$ cat src/rtl/load_buffer.sv
// rtl/load_buffer.sv - load slots: address generation, ROB-gated memory issue, CDB result
// Optional stall counter output enabled by defining LB_STALL_CNT_EN.
module load_buffer #(
    parameter int ROB_SIZE          = 8,
    parameter int LOAD_BUFFER_DEPTH = 3,
    parameter int MEM_LATENCY       = 2,
    localparam int ROB_IX           = $clog2(ROB_SIZE) - 1
) (
`ifdef LB_STALL_CNT_EN
    output logic [15:0]                             stall_count_out,
`endif
    input  logic                                    clk_in,
    input  logic                                    rst_in,
    input  logic                                    valid_in,
    input  logic [ROB_IX:0]                         rob_ix_in,
    input  logic                                    base_ready_in,
    input  logic [31:0]                             base_value_in,
    input  logic [ROB_IX:0]                         base_tag_in,
    input  logic [31:0]                             offset_in,
    output logic                                    ready_out,
    input  logic                                    cdb_valid_in,
    input  logic [ROB_IX:0]                         cdb_rob_ix_in,
    input  logic [31:0]                             cdb_value_in,
    input  logic                                    flush_in,
    output logic [(ROB_IX+1)*LOAD_BUFFER_DEPTH-1:0] lb_rob_arr_ix_out,
    output logic [32*LOAD_BUFFER_DEPTH-1:0]         lb_rob_arr_dest_out,
    input  logic [LOAD_BUFFER_DEPTH-1:0]            can_load_in,
    output logic                                    mem_req_out,
    output logic [31:0]                             mem_addr_out,
    input  logic [31:0]                             mem_data_in,
    output logic                                    result_valid_out,
    output logic [ROB_IX:0]                         result_rob_ix_out,
    output logic [31:0]                             result_value_out,
    input  logic                                    result_grant_in
);

    localparam int N  = LOAD_BUFFER_DEPTH;
    localparam int IW = ROB_IX + 1;
    localparam int CW = $clog2(MEM_LATENCY + 1);

    typedef enum logic [2:0] {
        S_EMPTY,
        S_WAIT_BASE,
        S_ADDR_READY,
        S_MEM_WAIT,
        S_DONE
    } slot_state_t;

    slot_state_t       r_state [N];
    slot_state_t       w_state_nxt [N];
    logic [IW-1:0]     r_rob_ix [N];
    logic [IW-1:0]     r_tag [N];
    logic [31:0]       r_offset [N];
    logic [31:0]       r_addr [N];
    logic [31:0]       r_data [N];
    logic [CW-1:0]     r_cnt;

    logic [N-1:0]      w_empty_mask;
    logic [N-1:0]      w_ready_mask;
    logic [N-1:0]      w_done_mask;
    logic [N-1:0]      w_issue_cand;
    logic [N-1:0]      w_alloc_oh;
    logic [N-1:0]      w_issue_oh;
    logic [N-1:0]      w_res_oh;
    logic              w_mem_busy;
    logic              w_mem_done;
    logic              w_port_free;
    logic              w_alloc;
    logic              w_kill;
    logic              w_cdb_base_hit;

    always_comb begin
        w_empty_mask = '0;
        w_ready_mask = '0;
        w_done_mask  = '0;
        w_mem_busy   = 1'b0;
        for (int i = 0; i < N; i++) begin
            w_empty_mask[i] = (r_state[i] == S_EMPTY);
            w_ready_mask[i] = (r_state[i] == S_ADDR_READY);
            w_done_mask[i]  = (r_state[i] == S_DONE);
            if (r_state[i] == S_MEM_WAIT) w_mem_busy = 1'b1;
        end
    end

    // The completing read frees the port in its final cycle, so back-to-back issue is possible.
    assign w_mem_done     = w_mem_busy && (r_cnt == CW'(1));
    assign w_port_free    = !w_mem_busy || w_mem_done;
    assign w_issue_cand   = w_ready_mask & can_load_in & {N{w_port_free}};
    assign w_alloc_oh     = w_empty_mask & (~w_empty_mask + N'(1));
    assign w_issue_oh     = w_issue_cand & (~w_issue_cand + N'(1));
    assign w_res_oh       = w_done_mask & (~w_done_mask + N'(1));
    assign w_alloc        = valid_in && (|w_empty_mask);
    assign w_kill         = rst_in || flush_in;
    assign w_cdb_base_hit = cdb_valid_in && (cdb_rob_ix_in == base_tag_in);

    always_comb begin
        for (int i = 0; i < N; i++) begin
            w_state_nxt[i] = r_state[i];
            case (r_state[i])
                S_EMPTY:
                    if (w_alloc && w_alloc_oh[i])
                        w_state_nxt[i] = (base_ready_in || w_cdb_base_hit) ? S_ADDR_READY : S_WAIT_BASE;
                S_WAIT_BASE:
                    if (cdb_valid_in && cdb_rob_ix_in == r_tag[i]) w_state_nxt[i] = S_ADDR_READY;
                S_ADDR_READY:
                    if (w_issue_oh[i]) w_state_nxt[i] = S_MEM_WAIT;
                S_MEM_WAIT:
                    if (w_mem_done) w_state_nxt[i] = S_DONE;
                S_DONE:
                    if (w_res_oh[i] && result_grant_in) w_state_nxt[i] = S_EMPTY;
                default:
                    w_state_nxt[i] = S_EMPTY;
            endcase
            if (flush_in) w_state_nxt[i] = S_EMPTY;
        end
    end

    always_ff @(posedge clk_in) begin
        if (rst_in) begin
            for (int i = 0; i < N; i++) begin
                r_state[i]  <= S_EMPTY;
                r_rob_ix[i] <= '0;
                r_tag[i]    <= '0;
                r_offset[i] <= '0;
                r_addr[i]   <= '0;
                r_data[i]   <= '0;
            end
            r_cnt <= '0;
        end else begin
            for (int i = 0; i < N; i++) begin
                r_state[i] <= w_state_nxt[i];
                if (r_state[i] == S_EMPTY && w_alloc && w_alloc_oh[i]) begin
                    r_rob_ix[i] <= rob_ix_in;
                    r_tag[i]    <= base_tag_in;
                    r_offset[i] <= offset_in;
                    r_addr[i]   <= (base_ready_in ? base_value_in : cdb_value_in) + offset_in;
                end
                if (r_state[i] == S_WAIT_BASE && cdb_valid_in && cdb_rob_ix_in == r_tag[i])
                    r_addr[i] <= cdb_value_in + r_offset[i];
                if (r_state[i] == S_MEM_WAIT && w_mem_done)
                    r_data[i] <= mem_data_in;
            end
            if (flush_in)
                r_cnt <= '0;
            else if (|w_issue_oh)
                r_cnt <= CW'(MEM_LATENCY);
            else if (w_mem_busy)
                r_cnt <= r_cnt - CW'(1);
        end
    end

    always_comb begin
        ready_out           = rst_in || (|w_empty_mask);
        mem_req_out         = !w_kill && (|w_issue_oh);
        mem_addr_out        = '0;
        result_valid_out    = !w_kill && (|w_res_oh);
        result_rob_ix_out   = '0;
        result_value_out    = '0;
        lb_rob_arr_ix_out   = '0;
        lb_rob_arr_dest_out = '0;
        for (int i = 0; i < N; i++) begin
            if (!w_kill && w_issue_oh[i]) mem_addr_out = r_addr[i];
            if (!w_kill && w_res_oh[i]) begin
                result_rob_ix_out = r_rob_ix[i];
                result_value_out  = r_data[i];
            end
            if (!rst_in && (w_ready_mask[i] || w_done_mask[i] || r_state[i] == S_MEM_WAIT)) begin
                lb_rob_arr_ix_out[i*IW +: IW]   = r_rob_ix[i];
                lb_rob_arr_dest_out[i*32 +: 32] = r_addr[i];
            end
        end
    end

`ifdef LB_STALL_CNT_EN
    logic [15:0] r_stall_cnt;
    logic        w_stall;

    assign w_stall = w_port_free && (|w_ready_mask) && !(|(w_ready_mask & can_load_in));

    always_ff @(posedge clk_in) begin
        if (rst_in)
            r_stall_cnt <= '0;
        else if (w_stall && r_stall_cnt != 16'hFFFF)
            r_stall_cnt <= r_stall_cnt + 16'd1;
    end

    assign stall_count_out = r_stall_cnt;
`endif

endmodule

$ cat config.mk
export PLATFORM = sky130hd
export DESIGN_NAME = load_buffer
export DESIGN_NICKNAME = d
export VERILOG_FILES = /design/src/rtl/load_buffer.sv
export SDC_FILE = /design/constraint.sdc
export NUM_CORES = 1
export LEC_CHECK = 0
export CORE_UTILIZATION = 35
export CTS_CLUSTER_DIAMETER = 150
export DETAILED_ROUTE_END_ITERATION = 10
export HOLD_SLACK_MARGIN = 0.05
export PLACE_DENSITY = 0.6
export SYNTH_ARGS = -nofsm -noshare
export SYNTH_HDL_FRONTEND = slang
export SYNTH_SLANG_ARGS = --single-unit
$ cat constraint.sdc
create_clock -name clk_in -period 9.2 [get_ports clk_in]
set_input_delay 2.76 -clock clk_in [delete_from_list [all_inputs] [get_ports clk_in]]
set_output_delay 2.76 -clock clk_in [all_outputs]
set_load 0.05 [all_outputs]
Yosys cells after proc, flatten, opt, wreduce, memory -nomap -nowiden
Memories as Yosys holds them, arrays and structs flattened.
Index checks and enable logic that the tools add are counted.
{"block": "word_totals", "register_bits": 2, "ramBits": 315, "memories": 6}
{"name": "r_addr", "words": 3, "width": 32, "read_ports": 3, "rd_ports_with_merged_regs": 0, "write_ports": 3, "line_no": "54", "rtl": "logic [31:0] r_addr [N];"}
{"name": "r_data", "words": 3, "width": 32, "read_ports": 3, "rd_ports_with_merged_regs": 0, "write_ports": 3, "line_no": "55", "rtl": "logic [31:0] r_data [N];"}
{"name": "r_offset", "words": 3, "width": 32, "read_ports": 3, "rd_ports_with_merged_regs": 0, "write_ports": 3, "line_no": "53", "rtl": "logic [31:0] r_offset [N];"}
{"name": "r_rob_ix", "words": 3, "width": 3, "read_ports": 3, "rd_ports_with_merged_regs": 0, "write_ports": 3, "line_no": "51", "rtl": "logic [IW-1:0] r_rob_ix [N];"}
{"name": "r_state", "words": 3, "width": 3, "read_ports": 3, "rd_ports_with_merged_regs": 0, "write_ports": 3, "line_no": "49", "rtl": "slot_state_t r_state [N];"}
{"name": "r_tag", "words": 3, "width": 3, "read_ports": 3, "rd_ports_with_merged_regs": 0, "write_ports": 3, "line_no": "52", "rtl": "logic [IW-1:0] r_tag [N];"}
{"block": "op_classes", "n_addsub": 8, "eq_ne": 17, "mux": 94, "n_bitwise": 29, "reduce_logical": 60}
{"cell": "$mux W32", "count": 22}
{"cell": "$add A32 B32 Y32", "count": 4}
{"cell": "$mux W3", "count": 33}
{"cell": "$pmux W3 S5", "count": 3}
{"cell": "$logic_and A1 B1 Y1", "count": 38}
{"cell": "$mux W1", "count": 33}
{"cell": "$or A1 B1 Y1", "count": 21}
{"cell": "$eq A3 B2 Y1 const B", "count": 6}
{"cell": "$and A3 B3 Y3", "count": 5}
{"cell": "$eq A3 B3 Y1", "count": 4}
{"cell": "$logic_or A1 B1 Y1", "count": 10}
{"cell": "$add A3 B1 Y3 const B", "count": 3}
{"cell": "$eq A3 B1 Y1 const B", "count": 3}
{"cell": "$eq A3 B3 Y1 const B", "count": 3}
{"cell": "$logic_not A3 Y1", "count": 3}
{"cell": "$not A3 Y3", "count": 3}
{"cell": "$reduce_or A3 Y1", "count": 3}
{"cell": "$mux W2", "count": 3}
{"cell": "$reduce_or A5 Y1", "count": 1}
{"cell": "$logic_not A1 Y1", "count": 3}
{"cell": "$eq A2 B1 Y1 const B", "count": 1}
{"cell": "$reduce_bool A2 Y1", "count": 1}
{"cell": "$reduce_or A2 Y1", "count": 1}
{"cell": "$sub A2 B1 Y2 const B", "count": 1}

Depth between registers and ports, before layout
{"block": "logic_depth", "depth_word": 14, "ltp_mapped": 14}

Least setup slack after synthesis
No wires, ideal clock.
{"block": "synth_path", "path_type": "input-to-reg", "startpoint": "input port valid_in", "endpoint": "memory r_addr[1][0], enable pin", "setup_time_ns": 0.393, "t_arrival_ns": 7.879, "required_time_ns": 8.807, "setup_slack_ns": 0.927, "stages": 3, "n_path_buf": 0, "cell_sequence": "nand2b_1 o41ai_1 nand2b_1"}
{"element": "start: declaration", "line_no": "14", "rtl": "input logic valid_in,"}
{"element": "end: declaration", "line_no": "54"}

Final worst setup path
{"block": "layout_path", "startpoint": "input port rst_in", "endpoint": "output port lb_rob_arr_dest_out[48]"}
{"block": "layout_via", "elab_chain_len": 3}
{"element": "start: declaration", "line_no": "13", "rtl": "input logic rst_in,"}
{"element": "$logic_not A1 Y1", "line_no": "167", "rtl": "if (!rst_in && (w_ready_mask[i] || w_done_mask[i] || r_state[i] == S_MEM_WAIT)) begin"}
{"element": "$logic_and A1 B1 Y1", "line_no": "167"}
{"element": "$mux W32", "line_no": "167"}
{"element": "end: declaration", "line_no": "26", "rtl": "output logic [32*LOAD_BUFFER_DEPTH-1:0] lb_rob_arr_dest_out,"}
Every way passes these cells.

==> results.md <==
* Worst vdd ir at roughly 110 uV
* NumNets Final at 2541
* Main combinational cell family by area after synthesis: compound AO/OA/AOI/OAI gates
* First-pass GRT wire length at around 110 mm
* Initial Util at 35.8%
* Ys flop type: edfxtp_1
* I/O pins at 322
* Crit share post-route at 89.9%
* Yosys reg bits at 317
* CTS buffer count at 37
* DP HPWL at 53.9 mm
* Asr flop ratio synth at 0%
* Post-synth EDFFs at around 310
* Combinational share of power at 20.9%
* Fin Hold WS at ~0.63 ns
* # fillers at around 5500
* Die Area at 59000 sq um
* Post-synthesis cell type count at 85
* # port buffers at ~320
* Grt ovf at 0
* Synthesized Nets at around 2200
* Relative slew slack at 22.5%
* Adder-cell share of the synthesized area at around 8.1%
* Post-Synth XOR/XNOR Area at roughly 5%
* CTS root buf: clkbuf_16
* H-Tree Depth at 2
* Fraction of layout cells with a size suffix above 1 at under 10%
* CTS Hold Bufs at 0
* Crit path to: lb_rob_arr_dest_out[48]
* Tot Pwr at 4150 uW
* Clock skew at 0.0400 ns
* Chip Height at about 240 um
* Max_cap viols at 0
* Reg2Reg Depth at 12
* Fraction of the yosys area taken by sequential cells at between 40% and 50%
* Internal power at around 3000 uW
* Die Width at approximately 240 um
* Antenna violations before repair at 0
* Crit-path max FO at 15
* Cell area after synthesis at ~20000 sq um
* Min Tclk post-route at roughly 8.3 ns
* Final setup viols at 0
* DP Cell Count at just under 3000
* First-pass DRT Iterations at 9
* Setup TNS at 0 ns
* CTS Sinks at roughly 320
* Mux contribution to synthesized area at about 2.2%
* Part of the power in registers at between 40% and 50%
* Pwr dens at roughly 160 nW/um^2
* Simple-gate portion of the synthesized area at 15.9%
* Routed WL at slightly above 70 mm
* 1st-iter DRT viols at about 1900
* Diodes inserted at 0
* Worst slack at placement at 0.934 ns
* Worst EP arrival at roughly 5.5 ns
* TritonCTS clock tree: built
* Antenna-violating nets left at 0
* Top achievable clock speed at around 120 MHz
* Setup Buffers After CTS at 0
* Fin. Hold Viols at 0
* Post-DR wirelength/cell at 23.6 um
* Slack of the worst reg-to-reg path at roughly 5.6 ns
* Clk pwr share at 36.8%
* RSZ-0062 raised after global routing: false
* Crit path required time at between 6 and 7 ns
* Max Slew Vio Count at 0
* Gr usage total at 23.7%
* DRC viols at 0
* Synth Area in Compound Gates at a little under a fifth
* Worst-path clk slew at approximately 0.060 ns
* Largest net degree at the start of global routing at 40
* Number of global-route vias before repair at ~17000
* Cells after synthesis at between 1500 and 2000
* Worst r2r src: r_offset[0][0]
* Status: finished, final reports clean
* Clock Path Buffers at 3
* CP Launch Point: rst_in
* Leak at between 0.01 and 0.015 uW
* Crit end category: primary output
* RD Place Congestion at about 0.94
* Switching pwr at between 1000 and 1500 uW
* Layout Cells excl Fill at between 3000 and 4000
* Mean post-synth cell area at 10.3 sq um
* Setup CP Type: in2out
* Yosys warning count at 0
* Post_cts resized at 0
* Sw Share at 28.9%
* Final WS setup at 0.932 ns
* Area grow syn2layout at 26.2%
* Core area at approximately 57000 sq um
* Startpoint Class: primary input
* Vias per Instance at 5.64
* Hold Crit Class: reg2reg
* Via count at approximately 17000
* Clock latency on the worst-skew pair at about 0.57 ns
* Reg2reg end: r_addr[0][28]
* Number of core rows at between 80 and 90
* Slew @ Worst Pin at 1.16 ns
[final cells by class]
type	instances	area [sq um]	share of cell area (%)
flip-flops and latches	317	9410	36.7
clock buffers	46	1000	3.91
multi-input cells	1451	10200	40.0
repair buffers	352	3400	13.3
well taps	756	946	3.69
clock inverters	22	243	0.947
inverters	106	398	1.55
[worst min path at each step]
stage / start / endpoint / cells after the start / slack [ns]
after global placement: r_state[0][2] / r_state[0][0] / 1 / 0.61
final: r_state[0][3] / r_state[0][3] / 2 / 0.63
after detailed placement: r_state[0][3] / r_state[0][3] / 2 / 0.61
after floorplan: r_state[0][2] / r_state[0][0] / 2 / 0.54
after global routing: r_state[0][2] / r_state[0][0] / 1 / 0.67
after CTS: r_state[0][3] / r_state[0][3] / 2 / 0.62
[state kept, by name, indices dropped and copies added (netlist names)]
signal    flops
r_cnt         2
r_offset     96
r_state       9
r_tag         9
r_rob_ix      9
r_data       96
r_addr       96
[metrics by stage]
stage	instance area, sq um	util (%)
5_1_grt	25600	45.1
4_1_cts	25600	45.1
3_5_place_dp	24400	42.9
6_report	25600	45.1
2_1_floorplan	20300	-
3_3_place_gp	24400	42.9
[Yosys cell counts, types with 16 or more instances]
cell type  count  area (sq um)
edfxtp_1     306          9190
a21oi_1      118           591
o21ai_0       99           495
o21ai_1       18          90.1
o211ai_1      20           150
a222oi_1      67           671
a21o_1        49           368
and2_1       191          1190
a31oi_1       21           131
xnor2_1       66           578
ha_1         125          1560
a211oi_1      20           150
xor2_1        50           438
nand2b_1      21           131
mux2_2        33           372
nand3_1       44           220
or3_1         18           113
o22ai_1       16           100
and3_1        18           113
inv_1        105           394
clkbuf_1      75           282
nand2_1      153           574
nor3_1        24           120
nor2_1        98           368
[cells in the final DEF, fill, tap and decap left out, types with 7 or more instances in the layout]
| cell type | netlist | layout |
|---|---|---|
| a211oi_1 | 20 | 20 |
| a21o_1 | 49 | 49 |
| a21oi_1 | 118 | 115 |
| a222oi_1 | 67 | 67 |
| a31oi_1 | 21 | 21 |
| and2_1 | 191 | 191 |
| and3_1 | 18 | 18 |
| buf_4 | 1 | 60 |
| clkbuf_1 | 75 | 7 |
| clkbuf_16 | 0 | 39 |
| clkdlybuf4s50_1 | 0 | 288 |
| clkinv_2 | 0 | 9 |
| dfxtp_1 | 11 | 11 |
| edfxtp_1 | 306 | 306 |
| ha_1 | 125 | 125 |
| inv_1 | 105 | 105 |
| mux2_2 | 33 | 33 |
| mux2i_1 | 7 | 7 |
| nand2_1 | 153 | 151 |
| nand2b_1 | 21 | 20 |
| nand3_1 | 44 | 44 |
| nand4_1 | 12 | 12 |
| nor2_1 | 98 | 96 |
| nor2b_1 | 11 | 11 |
| nor3_1 | 24 | 21 |
| o211ai_1 | 20 | 20 |
| o21a_1 | 14 | 14 |
| o21ai_0 | 99 | 97 |
| o21ai_1 | 18 | 18 |
| o21bai_1 | 14 | 14 |
| o22ai_1 | 16 | 16 |
| o31ai_1 | 15 | 15 |
| or3_1 | 18 | 17 |
| xnor2_1 | 66 | 66 |
| xor2_1 | 50 | 50 |
[kinds of logic after synthesis]
group / Yosys count
adders and majority gates: 129
xor gates and xnor gates: 116
AOI/OAI and AO/OA: 544
DFF: 317
muxes: 40
and+or+nand+nor: 622
buffers and inverters: 198
[worst max-delay path, cell delays in order]
cell	delay, ns
clkdlybuf4s50_1	0.55
buf_4	0.26
a21oi_4	0.52
buf_4	0.33
and2_1	0.24
clkdlybuf4s50_1	0.83
[per-layer routing]
metal | GRT usage (%) | vias to the layer above | part of all wire (%)
met5 | 0 | - | 0
met2 | 37.7 | 793 | 45
met4 | 6.33 | 0 | 2.2
met1 | 32.7 | 8324 | 44
met3 | 4.69 | 100 | 8.3
li1 | - | 7977 | -
[power groups by stage]
stage               Sequential (uW)  Clock, uW  Combinational (uW)
finish                         1750       1530                 869
global route                   1760       1620                 941
CTS                            1750       1560                 856
detailed placement             1780          0                 851
global placement               1780          0                 843
floorplan                      1750          0                 557
(Power assumes the default switching activity.)
